===== src/rtl/bldc_commutator.sv =====
// Hall-sensor BLDC commutator with glitch filtering, dead-time insertion and
// shoot-through-safe six-step gate drive; also measures the hall period.
`timescale 1ns/1ps
module bldc_commutator #(
    parameter int unsigned FILTER_LEN = 4,
    parameter int unsigned DEAD_TIME  = 16,
    parameter int unsigned PERIOD_W   = 20,
    parameter logic [2:0]  HALL_INV   = 3'b000
) (
    input  logic                clock,
    input  logic                reset,
    input  logic                enable,
    input  logic                forward,
    input  logic                halla,
    input  logic                hallb,
    input  logic                hallc,
    output logic                ha,
    output logic                hb,
    output logic                hc,
    output logic                la,
    output logic                lb,
    output logic                lc,
    output logic [2:0]          sector,
    output logic                fault,
    output logic [PERIOD_W-1:0] hall_period,
    output logic                period_valid
);

    typedef enum logic [1:0] {IDLE, DEAD, DRIVE, FAULT} state_t;

    localparam logic [7:0]          FILT_N   = FILTER_LEN[7:0];
    localparam logic [15:0]         DEAD_N   = DEAD_TIME[15:0];
    localparam logic [2:0]          NO_SECT  = 3'd7;
    localparam logic [PERIOD_W-1:0] PER_ONE  = {{(PERIOD_W-1){1'b0}}, 1'b1};

    state_t              state, state_next;
    logic [2:0]          sync1, sync2, hall_code, cand, code_sect;
    logic [1:0]          warm;
    logic [7:0]          cnt, cnt_next;
    logic                same, accept, code_bad, fault_set, valid_change;
    logic [15:0]         dcnt;
    logic [5:0]          target, drive_pat, gates;
    logic [PERIOD_W-1:0] pcnt;

    function automatic logic [2:0] decode(input logic [2:0] c);
        logic [2:0] s;
        case (c)
            3'b101:  s = 3'd0;
            3'b100:  s = 3'd1;
            3'b110:  s = 3'd2;
            3'b010:  s = 3'd3;
            3'b011:  s = 3'd4;
            3'b001:  s = 3'd5;
            default: s = 3'd7;
        endcase
        return s;
    endfunction

    // Pattern bits are {ha,hb,hc,la,lb,lc}; each entry pairs distinct phases.
    function automatic logic [5:0] pattern(input logic [2:0] s, input logic fwd);
        logic [5:0] p;
        case (s)
            3'd0:    p = fwd ? 6'b010_100 : 6'b100_010;
            3'd1:    p = fwd ? 6'b001_100 : 6'b100_001;
            3'd2:    p = fwd ? 6'b001_010 : 6'b010_001;
            3'd3:    p = fwd ? 6'b100_010 : 6'b010_100;
            3'd4:    p = fwd ? 6'b100_001 : 6'b001_100;
            3'd5:    p = fwd ? 6'b010_001 : 6'b001_010;
            default: p = '0;
        endcase
        return p;
    endfunction

    // Warm-up flag keeps the filter idle until the sync pipeline holds real samples.
    always_ff @(posedge clock or negedge reset) begin
        if (!reset) begin
            sync1 <= '0;
            sync2 <= '0;
            warm  <= '0;
        end else begin
            sync1 <= {halla, hallb, hallc};
            sync2 <= sync1;
            warm  <= {warm[0], 1'b1};
        end
    end

    assign hall_code = sync2 ^ HALL_INV;

    always_comb begin
        same = (hall_code == cand);
        if (!same)
            cnt_next = 8'd1;
        else if (cnt == FILT_N)
            cnt_next = cnt;
        else
            cnt_next = cnt + 8'd1;
        accept       = warm[1] && (cnt_next == FILT_N) && !(same && (cnt == FILT_N));
        code_sect    = decode(hall_code);
        code_bad     = (code_sect == NO_SECT);
        fault_set    = accept && code_bad;
        valid_change = accept && !code_bad && (code_sect != sector);
    end

    always_ff @(posedge clock or negedge reset) begin
        if (!reset) begin
            cand <= '0;
            cnt  <= '0;
        end else if (warm[1]) begin
            cand <= hall_code;
            cnt  <= cnt_next;
        end
    end

    always_ff @(posedge clock or negedge reset) begin
        if (!reset) begin
            sector       <= NO_SECT;
            fault        <= 1'b0;
            pcnt         <= '0;
            hall_period  <= '0;
            period_valid <= 1'b0;
        end else begin
            period_valid <= 1'b0;
            if (pcnt != '1)
                pcnt <= pcnt + PER_ONE;
            if (fault_set)
                fault <= 1'b1;
            else if (!enable)
                fault <= 1'b0;
            // The first acceptance after reset only restarts the period count.
            if (valid_change) begin
                sector <= code_sect;
                pcnt   <= PER_ONE;
                if (sector != NO_SECT) begin
                    hall_period  <= pcnt;
                    period_valid <= 1'b1;
                end
            end
        end
    end

    assign target = pattern(sector, forward);

    always_comb begin
        state_next = state;
        unique case (state)
            IDLE:    if (enable && !fault && (sector != NO_SECT)) state_next = DEAD;
            DEAD:    if (dcnt == DEAD_N) state_next = DRIVE;
            DRIVE:   if (target != drive_pat) state_next = DEAD;
            FAULT:   state_next = FAULT;
            default: state_next = IDLE;
        endcase
        if (!enable)
            state_next = IDLE;
        if (fault_set)
            state_next = FAULT;
    end

    // dcnt sits at 1 outside DEAD so the first DEAD cycle is already counted.
    always_ff @(posedge clock or negedge reset) begin
        if (!reset) begin
            state     <= IDLE;
            dcnt      <= '0;
            drive_pat <= '0;
        end else begin
            state <= state_next;
            if (state != DEAD)
                dcnt <= 16'd1;
            else
                dcnt <= dcnt + 16'd1;
            if ((state == DEAD) && (state_next == DRIVE))
                drive_pat <= target;
        end
    end

    always_comb begin
        gates = '0;
        if (state == DRIVE)
            gates = drive_pat;
        {ha, hb, hc, la, lb, lc} = gates;
    end

endmodule


===== config.mk =====
export PLATFORM = sky130hd
export DESIGN_NAME = bldc_commutator
export DESIGN_NICKNAME = d
export VERILOG_FILES = /design/src/rtl/bldc_commutator.sv
export SDC_FILE = /design/constraint.sdc
export NUM_CORES = 1
export LEC_CHECK = 0
export CORE_AREA = 5 5 82 140
export DETAILED_ROUTE_END_ITERATION = 6
export DIE_AREA = 0 0 87 145
export HOLD_SLACK_MARGIN = 0.15
export MAX_ROUTING_LAYER = met4
export PLACE_DENSITY_LB_ADDON = 0.05
export SYNTH_ARGS = -nofsm -noshare
export SYNTH_HDL_FRONTEND = slang
export SYNTH_SLANG_ARGS = --single-unit

===== constraint.sdc =====
create_clock -name clock -period 5.2 [get_ports clock]
set_clock_uncertainty 0.1 [all_clocks]
set_input_delay 1.04 -clock clock [delete_from_list [all_inputs] [get_ports clock]]
set_output_delay 1.04 -clock clock [all_outputs]
set_load 0.01 [all_outputs]

* Yosys cells after proc, flatten, opt, wreduce, memory -nomap -nowiden
Index checks and enable logic that the tools add are counted.
** Word-level totals
- RAM bits :: 0
- Bits in read-only memories :: 0
- Memories :: 0
- Bits in registers :: 88
- Bits in latches :: 0
- Input bits :: 7
** Cells by class
- Multiplexer cells :: 24
- Reduce and logical (&&, ||, !) cells :: 16
- Multiply operators :: 0
- Divide/modulo/power cells :: 0
- Shift operators :: 0
- Eq/ne operators :: 26
- Bitwise logic cells :: 0
- $lt $le $gt $ge :: 0
- $add $sub $neg :: 3
** Operator list (number)
- 20-bit 2-to-1 mux :: 2
- 6-bit one-hot mux with 6 select lines :: 1
- 6-bit 2-to-1 mux :: 5
- 20-bit by 1-bit adder with 20-bit output, second input constant :: 1
- 20-bit inequality test, second input constant :: 1
- 3-bit equality test, second input constant :: 6
- 3-bit one-hot mux with 6 select lines :: 1
- 16-bit by 1-bit adder with 16-bit output, second input constant :: 1
- 16-bit by 5-bit equality test with 1-bit output, second input constant :: 1
- 8-bit by 3-bit equality test with 1-bit output, second input constant :: 2
- 16-bit 2-to-1 mux :: 1
- 8-bit 2-to-1 mux :: 2
- 3-bit by 2-bit equality test with 1-bit output, second input constant :: 4
- 2-bit 2-to-1 mux :: 5
- 5-bit 2-to-1 mux :: 2
- 1-bit logical AND :: 9
- 8-bit by 1-bit adder with 8-bit output, second input constant :: 1
- 2-bit one-hot mux with 4 select lines :: 1
- 2-bit equality test, second input constant :: 3
- 3-bit by 1-bit equality test with 1-bit output, second input constant :: 2
- 6-bit inequality test :: 1
- 1-bit 2-to-1 mux :: 4
- 2-bit by 1-bit inequality test with 1-bit output, second input constant :: 2
- 3-bit equality test :: 1
- other kinds (8) :: 10

* Longest topological paths before layout
Gate-level depths: netlist of the first run.
- Depth after elaboration :: 10
- Mapped depth :: 9

* Worst setup path before layout of the first run
No wires, ideal clock.
- Kind :: input to register
- Start :: input port forward
- End :: register drive_pat[0]
- Cell stages on the path :: 8
- Required time :: 4.975 ns
- Setup slack :: 2.291 ns
- Arrival time :: 2.684 ns
- Path through :: clkbuf_1 inv_1 a31oi_1 a21oi_1 o311ai_1 nor4_2 o21ai_2 mux2_2
** On the way
- Word-level cells in the longest chain between the ends :: 9
- Elaborated cells between the ends (all ways) :: 14
- Classes of those cells :: eq/ne (2); mux (11); reduce/logical (1)
** Ends and longest elaborated chain
- start, declared :: line 13 : input logic forward,
- 5-bit 2-to-1 mux (tied with other cells) :: line 68 : 3'd5: p = fwd ? 6'b010_001 : 6'b001_010;
- 6-bit one-hot mux with 6 select lines * :: line 62 : case (s)
- 6-bit inequality test :: line 148 : DRIVE: if (target != drive_pat) state_next = DEAD;
- 2-bit 2-to-1 mux :: line 148
- 2-bit one-hot mux with 4 select lines :: line 145 : unique case (state)
- 2-bit 2-to-1 mux :: line 152 : if (!enable)
- 2-bit 2-to-1 mux :: line 154 : if (fault_set)
- 2-bit equality test :: line 170 : if ((state == DEAD) && (state_next == DRIVE))
- 1-bit logical AND :: line 170
- end signal, assigned :: line 171 : drive_pat <= target;
- end, declared :: line 42 : logic [5:0] target, drive_pat, gates;
Every way passes the cells marked *; elsewhere a longest branch is shown, timed or not.
A chain may end at the register's enable or synchronous reset.

* Worst setup path after layout of the first run
- Start :: input port forward
- End :: register drive_pat[3]
The elaborated chain is that of the path after synthesis.

==> flow_summary.json, run 1 <==
{
  "clockRootBuffer": "clkbuf_16",
  "synth_cell_types": 63,
  "syn_area_um2": 4650,
  "syn_nets": 477,
  "vias": 3503,
  "drive_gt1_frac": 0.107,
  "area_delta_synth_final_pct": 16.0,
  "synth_flop_cell": "dfrtp_1",
  "htreeDepth": 3,
  "timing.rr.end": "hall_period[10]$_DFFE_PN0P_",
  "min_period_over_period": 0.668,
  "dpl.hpwl_um": 6960,
  "core_area_um2": 10200,
  "dpl_cell_area_um2": 5090,
  "arrival_ns": 3.60,
  "synth-seq-cells": 88,
  "fillers": 944,
  "start_util": 0.454,
  "antenna_found_initial": 0,
  "synth-adder-area-share": 0.0134,
  "relSlewSlack": 0.523,
  "overflow": 0,
  "power_density_nw_per_um2": 307,
  "globalRouteTotalUtil": 0.177,
  "path_max_fanout": 19,
  "synth-edff-count": 0,
  "ys_seq_area_frac": 0.474,
  "design_area_um2": 5400,
  "synth-async-reset-ratio": 1.00,
  "slew_violations": 0,
  "cp_slowest_cell": "clkdlybuf4s50_1",
  "finalSetupTns_ns": 0,
  "finalNetCount": 505,
  "crit_path_end_kind": "flip-flop",
  "ios": 38,
  "finalHoldViolCount": 0,
  "multiInputGateArea_um2": 2290,
  "insertedDiodeCount": 0,
  "grt_pass1_wl_um": 17400,
  "portBuffers": 37,
  "grt_max_degree": 53,
  "die_h_um": 145,
  "layout_min_cycle_time_ns": 3.47,
  "numCtsBuffers": 9,
  "first_global_vias": 3521,
  "setup_violations": 0,
  "critPathKind": "primary input to flip-flop",
  "post_cts_buffers": 0,
  "yosysTopAreaCell": "dfrtp_1",
  "max_stage_delay_ns": 0.72,
  "ff2ff_setup_slack_ns": 1.90,
  "required_ns": 5.32,
  "cts.path.max_buffers": 2,
  "holdCritPathClass": "flip-flop to flip-flop",
  "avgSynthCellArea_um2": 10.0,
  "cts_hold_buf": 0,
  "die-area_um2": 12600,
  "ir_drop_v": 0.000181,
  "antenna_left": 0,
  "cts_sinks": 88,
  "avgRoutedWirePerCell_um": 16.1,
  "synthSimpleGateAreaFrac": 0.214,
  "drc": 0,
  "synth_top_family_by_area": "simple AND/OR/NAND/NOR gates",
  "first_pass_iters": 4,
  "worstMarginPinSlew_ns": 0.713,
  "crit_path_start_kind": "primary input",
  "yosysWarnings": 0,
  "yosys-top-cells-area": "dfrtp_1, mux2_4, xor2_1",
  "synthCells": 465,
  "wirelength_um": 10100,
  "vias_per_cell": 5.61,
  "synth_top_cell_area_share": 0.457,
  "status": "complete, no violations",
  "regArea_um2": 2210,
  "max_freq_ghz": 0.288,
  "rsz0062_at_grt": "false",
  "muxShareOfSynthArea": 0.0933,
  "fp-row-count": 49,
  "cts_tree": "yes",
  "synth_xor_area_frac": 0.0659,
  "clk-insertion-delay-late_ns": 0.34,
  "final_common_cell": "dfrtp_1",
  "p_leak_nw": 2.43,
  "synth_compound_area_frac": 0.104,
  "max-cap-violations": 0,
  "timing.rr.start": "sector[2]$_DFFE_PN1P_",
  "r2r.worst_path.cells": 8,
  "drt_iter0_markers": 185,
  "hold_depth": 0,
  "globalplace.congestion": 0.858,
  "hold_end": "hall_code[0]$_DFF_PN0_",
  "cts.reportedPaths.clkPinSlew_ns": 0.06,
  "post_cts_resized": 0,
  "post-route-util": 0.527,
  "mostFrequentLayoutCells": "dfrtp_1, nor2_1, nand2_1",
  "die_x_um": 87,
  "worstPathCellList": "clkdlybuf4s50_1, and4b_1, a311oi_1, xnor2_1, o311ai_1, nor4_2, o21ai_2, mux2_2",
  "min_from": "sync1[0]$_DFF_PN0_"
}
[registers in the layout, summed over array words and instances, names as in the netlist]
signal	count
cand	3
cnt	8
dcnt	16
drive_pat	6
fault	1
hall_code	3
hall_period	20
pcnt	20
period_valid	1
sector	3
state	2
sync1	3
warm	2
[final cells by class]
cell class / instances / area share
Multi-Input combinational cell: 341 / 0.424
Sequential cell: 88 / 0.409
Timing Repair Buffer: 39 / 0.0709
Clock buffer: 10 / 0.0424
Tap cell: 127 / 0.0294
Clock inverter: 5 / 0.0153
Inverter: 14 / 0.00974
[cell usage after synthesis, types with 3 or more instances]
master and count:
a21oi_1 12, a311oi_1 3, a31oi_1 6, and2_1 8, and3_1 8, and4_1 3, buf_2 8, clkbuf_1 11
dfrtp_1 85, dfstp_2 3, ha_1 5, inv_1 14, mux2_2 7, mux2_4 19, mux2i_1 7, nand2_1 47
nand3_1 28, nand4_1 8, nor2_1 49, nor2b_1 5, nor3_1 11, nor4_1 3, nor4b_1 5, o211ai_1 3
o21ai_0 18, o31ai_1 4, o41ai_1 3, or3_1 4, xnor2_1 10, xor2_1 25
[routing by layer]
layer | wire [µm] | GRT usage | share of wire
met1 | 4150 | 0.212 | 0.41
met2 | 5330 | 0.285 | 0.53
met3 | 285 | 0.0335 | 0.028
met4 | 293 | 0.0772 | 0.029
met5 | 0 | - | 0
[power breakdown]
part	internal (mW)	switching, mW
clock network	0.419	0.263
logic	0.0822	0.0977
registers	0.729	0.0657
[cells by family (layout without fill, tap and decap cells)]
group                    after synthesis  count (layout)
AND/OR/NAND/NOR                      196             196
flip-flops                            88              88
AO/OA/AOI/OAI                         71              71
buffers and inverters                 36              68
XOR/XNOR                              35              35
multiplexers                          33              33
adder cells (fa/ha/maj)                5               5
other                                  1               1
[critical path, delay by kind of cell]
family | cells | cell delay [ns]
muxes | 1 | 0.31
AOI/OAI and AO/OA | 3 | 0.70
xor gates and xnor gates | 1 | 0.17
buffers and inverters | 1 | 0.72
and+or+nand+nor | 2 | 0.65
[through the flow]
| step | hold slack [ns] | power [mW] | setup slack [ns] | instances |
|---|---|---|---|---|
| 2_1_floorplan | 0.231 | 0.916 | 2.29 | 465 |
| 3_3_place_gp | 0.235 | 0.987 | 1.45 | 609 |
| 3_5_place_dp | 0.236 | 0.989 | 1.40 | 609 |
| 4_1_cts | 0.250 | 1.68 | 1.75 | 624 |
| 5_1_grt | 0.257 | 1.74 | 1.56 | 624 |
| 6_report | 0.249 | 1.66 | 1.73 | 624 |
[worst max-delay path by stage]
stage            start                        to  slack [ns]  depth (start not counted)
2_1_floorplan  forward  drive_pat[0]$_DFFE_PN0P_        2.29                          8
3_3_place_gp   forward  drive_pat[0]$_DFFE_PN0P_        1.45                          8
3_5_place_dp   forward  drive_pat[3]$_DFFE_PN0P_        1.40                          8
4_1_cts        forward  drive_pat[3]$_DFFE_PN0P_        1.75                          8
5_1_grt        forward  drive_pat[3]$_DFFE_PN0P_        1.56                          8
6_report       forward  drive_pat[3]$_DFFE_PN0P_        1.73                          8
(Power assumes the default switching activity.)
==> run 2, diff against run 1 <==
==> constraint.sdc (replaced) <==
create_clock -name clock -period 2.9 [get_ports clock]
set_clock_uncertainty 0.1 [all_clocks]
set_input_delay 0.58 -clock clock [delete_from_list [all_inputs] [get_ports clock]]
set_output_delay 0.58 -clock clock [all_outputs]
set_load 0.01 [all_outputs]
==> flow_summary.json, run 2 (synthesis gave the netlist of run 1 again) <==
{
  "globalplace.congestion": 0.859,
  "cp_slowest_cell": "dfstp_2",
  "overflow": 0,
  "placed_cells": 629,
  "crit_top_cell": "buf_4",
  "grt_pass1_wl_um": 17500,
  "timing.rr.end": "hall_period[0]$_DFFE_PN0P_",
  "drive_gt1_frac": 0.143,
  "drc": 0,
  "core_area_um2": 10200,
  "mostFrequentLayoutCells": "dfrtp_1, nor2_1, nand2_1",
  "start_util": 0.454,
  "arrival_ns": 2.74,
  "dpl.hpwl_um": 7300,
  "p_leak_nw": 2.54,
  "ff2ff_setup_slack_ns": 0.27,
  "critPathKind": "flip-flop to flip-flop",
  "antenna_found_initial": 0,
  "crit_path_end_kind": "flip-flop",
  "htreeDepth": 3,
  "layout_min_cycle_time_ns": 2.63,
  "max-cap-violations": 0,
  "design_area_um2": 5590,
  "portBuffers": 37,
  "ir_drop_v": 0.000533,
  "critPathTopFamily": "flip-flops",
  "area_delta_synth_final_pct": 20.1,
  "finalNetCount": 526,
  "cts.reportedPaths.clkPinSlew_ns": 0.06,
  "holdCritPathClass": "flip-flop to flip-flop",
  "finalHoldViolCount": 0,
  "final_common_cell": "dfrtp_1",
  "cts_tree": "yes",
  "die_x_um": 87,
  "worstPathCellList": "buf_4, nand2_1, nor3_1, o32ai_1, and3b_1, nand2_2, buf_4, mux2_2",
  "timing.rr.start": "sector[2]$_DFFE_PN1P_",
  "max_freq_ghz": 0.381,
  "numCtsBuffers": 9,
  "min_from": "sync1[1]$_DFF_PN0_",
  "worstMarginPinSlew_ns": 0.566,
  "hold_end": "hall_code[1]$_DFF_PN0_",
  "first_global_vias": 3606,
  "top_regs": "hall_period: 20 flops, pcnt: 20 flops, dcnt: 16 flops",
  "finalNonFillerCells": 645,
  "drt_iter0_markers": 191,
  "wirelength_um": 10200,
  "setup_violations": 0,
  "post-route-util": 0.546,
  "hold_depth": 0,
  "fp-row-count": 49,
  "cts_sinks": 88,
  "r2r.worst_path.cells": 8,
  "cts.path.max_buffers": 2,
  "first_pass_iters": 5,
  "post_cts_buffers": 0,
  "required_ns": 3.02,
  "grt_max_degree": 57,
  "clk-insertion-delay-late_ns": 0.33,
  "insertedDiodeCount": 0,
  "antenna_left": 0,
  "rsz0062_at_grt": "false",
  "path_max_fanout": 21,
  "max_stage_delay_ns": 0.75,
  "fillers": 920,
  "globalRouteTotalUtil": 0.180,
  "power_density_nw_per_um2": 545,
  "ios": 38,
  "dpl_cell_area_um2": 5250,
  "slew_violations": 0,
  "crit_path_start_kind": "flip-flop",
  "min_period_over_period": 0.906,
  "holdWs_ns": 0.247,
  "avgRoutedWirePerCell_um": 15.8,
  "clockRootBuffer": "clkbuf_16",
  "status": "complete, no violations",
  "vias_per_cell": 5.50,
  "die_h_um": 145,
  "vias": 3550,
  "path_buf_inv": 2,
  "die-area_um2": 12600,
  "relSlewSlack": 0.618
}
==> run 2: cell types whose count changed in the layout (fill, tap and decap cells not counted), sizes merged <==
cell | previous run | this run
buf | 3 | 23
dlygate4sd3 | 0 | 1
clkinvlp | 0 | 1
clkbuf | 10 | 11
clkinv | 3 | 0
inv | 14 | 15
==> run 2: worst max-delay path by stage <==
| stage | to | slack [ns] | cells after the start | start |
|---|---|---|---|---|
| global placement | drive_pat[3]$_DFFE_PN0P_ | 0.01 | 9 | forward |
| floorplan | drive_pat[0]$_DFFE_PN0P_ | 0.45 | 8 | forward |
| global route | hall_period[4]$_DFFE_PN0P_ | 0.11 | 8 | sector[2]$_DFFE_PN1P_ |
| finish | hall_period[0]$_DFFE_PN0P_ | 0.27 | 8 | sector[2]$_DFFE_PN1P_ |
| detailed placement | drive_pat[0]$_DFFE_PN0P_ | -0.03 | 9 | forward |
| CTS | hall_period[0]$_DFFE_PN0P_ | 0.26 | 8 | sector[2]$_DFFE_PN1P_ |
==> run 2: metrics by stage <==
stage          worst slack, ns  total power, mW  TNS [ns]
5_1_grt                  0.106             3.20         0
3_5_place_dp           -0.0256             1.80   -0.0662
4_1_cts                  0.265             3.09         0
6_report                 0.273             3.04         0
2_1_floorplan            0.451             1.64         0
3_3_place_gp            0.0123             1.79         0
==> run 2: report_power, final <==
group,leakage [nW],total [mW],internal (mW),switching (mW)
sequential,1.15,1.41,1.31,0.105
clock,0.158,1.27,0.800,0.472
combinational,1.23,0.359,0.164,0.195
==> run 2: what timing repair did <==
action,4_1_cts,5_1_grt
hold buffers,1,0
hold endpoints to repair,30,0
gates resized for setup,0,0
==> run 2: routing by layer <==
metal  track usage  part of all wire  up-vias  wire length [µm]
met5             -                 0        -                 0
met4        0.0874             0.037        0               374
met3        0.0346             0.026       22               262
met2         0.304              0.54       75              5510
met1         0.197              0.40     1721              4040
li1              -                 -     1732                 -
==> run 2: final cells by class <==
type                    instances  area, µm²  share of cell area
clock buffers                  11        253              0.0452
flip-flops and latches         88       2210               0.395
well taps                     127        159              0.0284
repair buffers                 60        556              0.0994
multi-input cells             341       2290               0.409
inverters                      14       52.6             0.00940
clock inverters                 4       76.3              0.0137
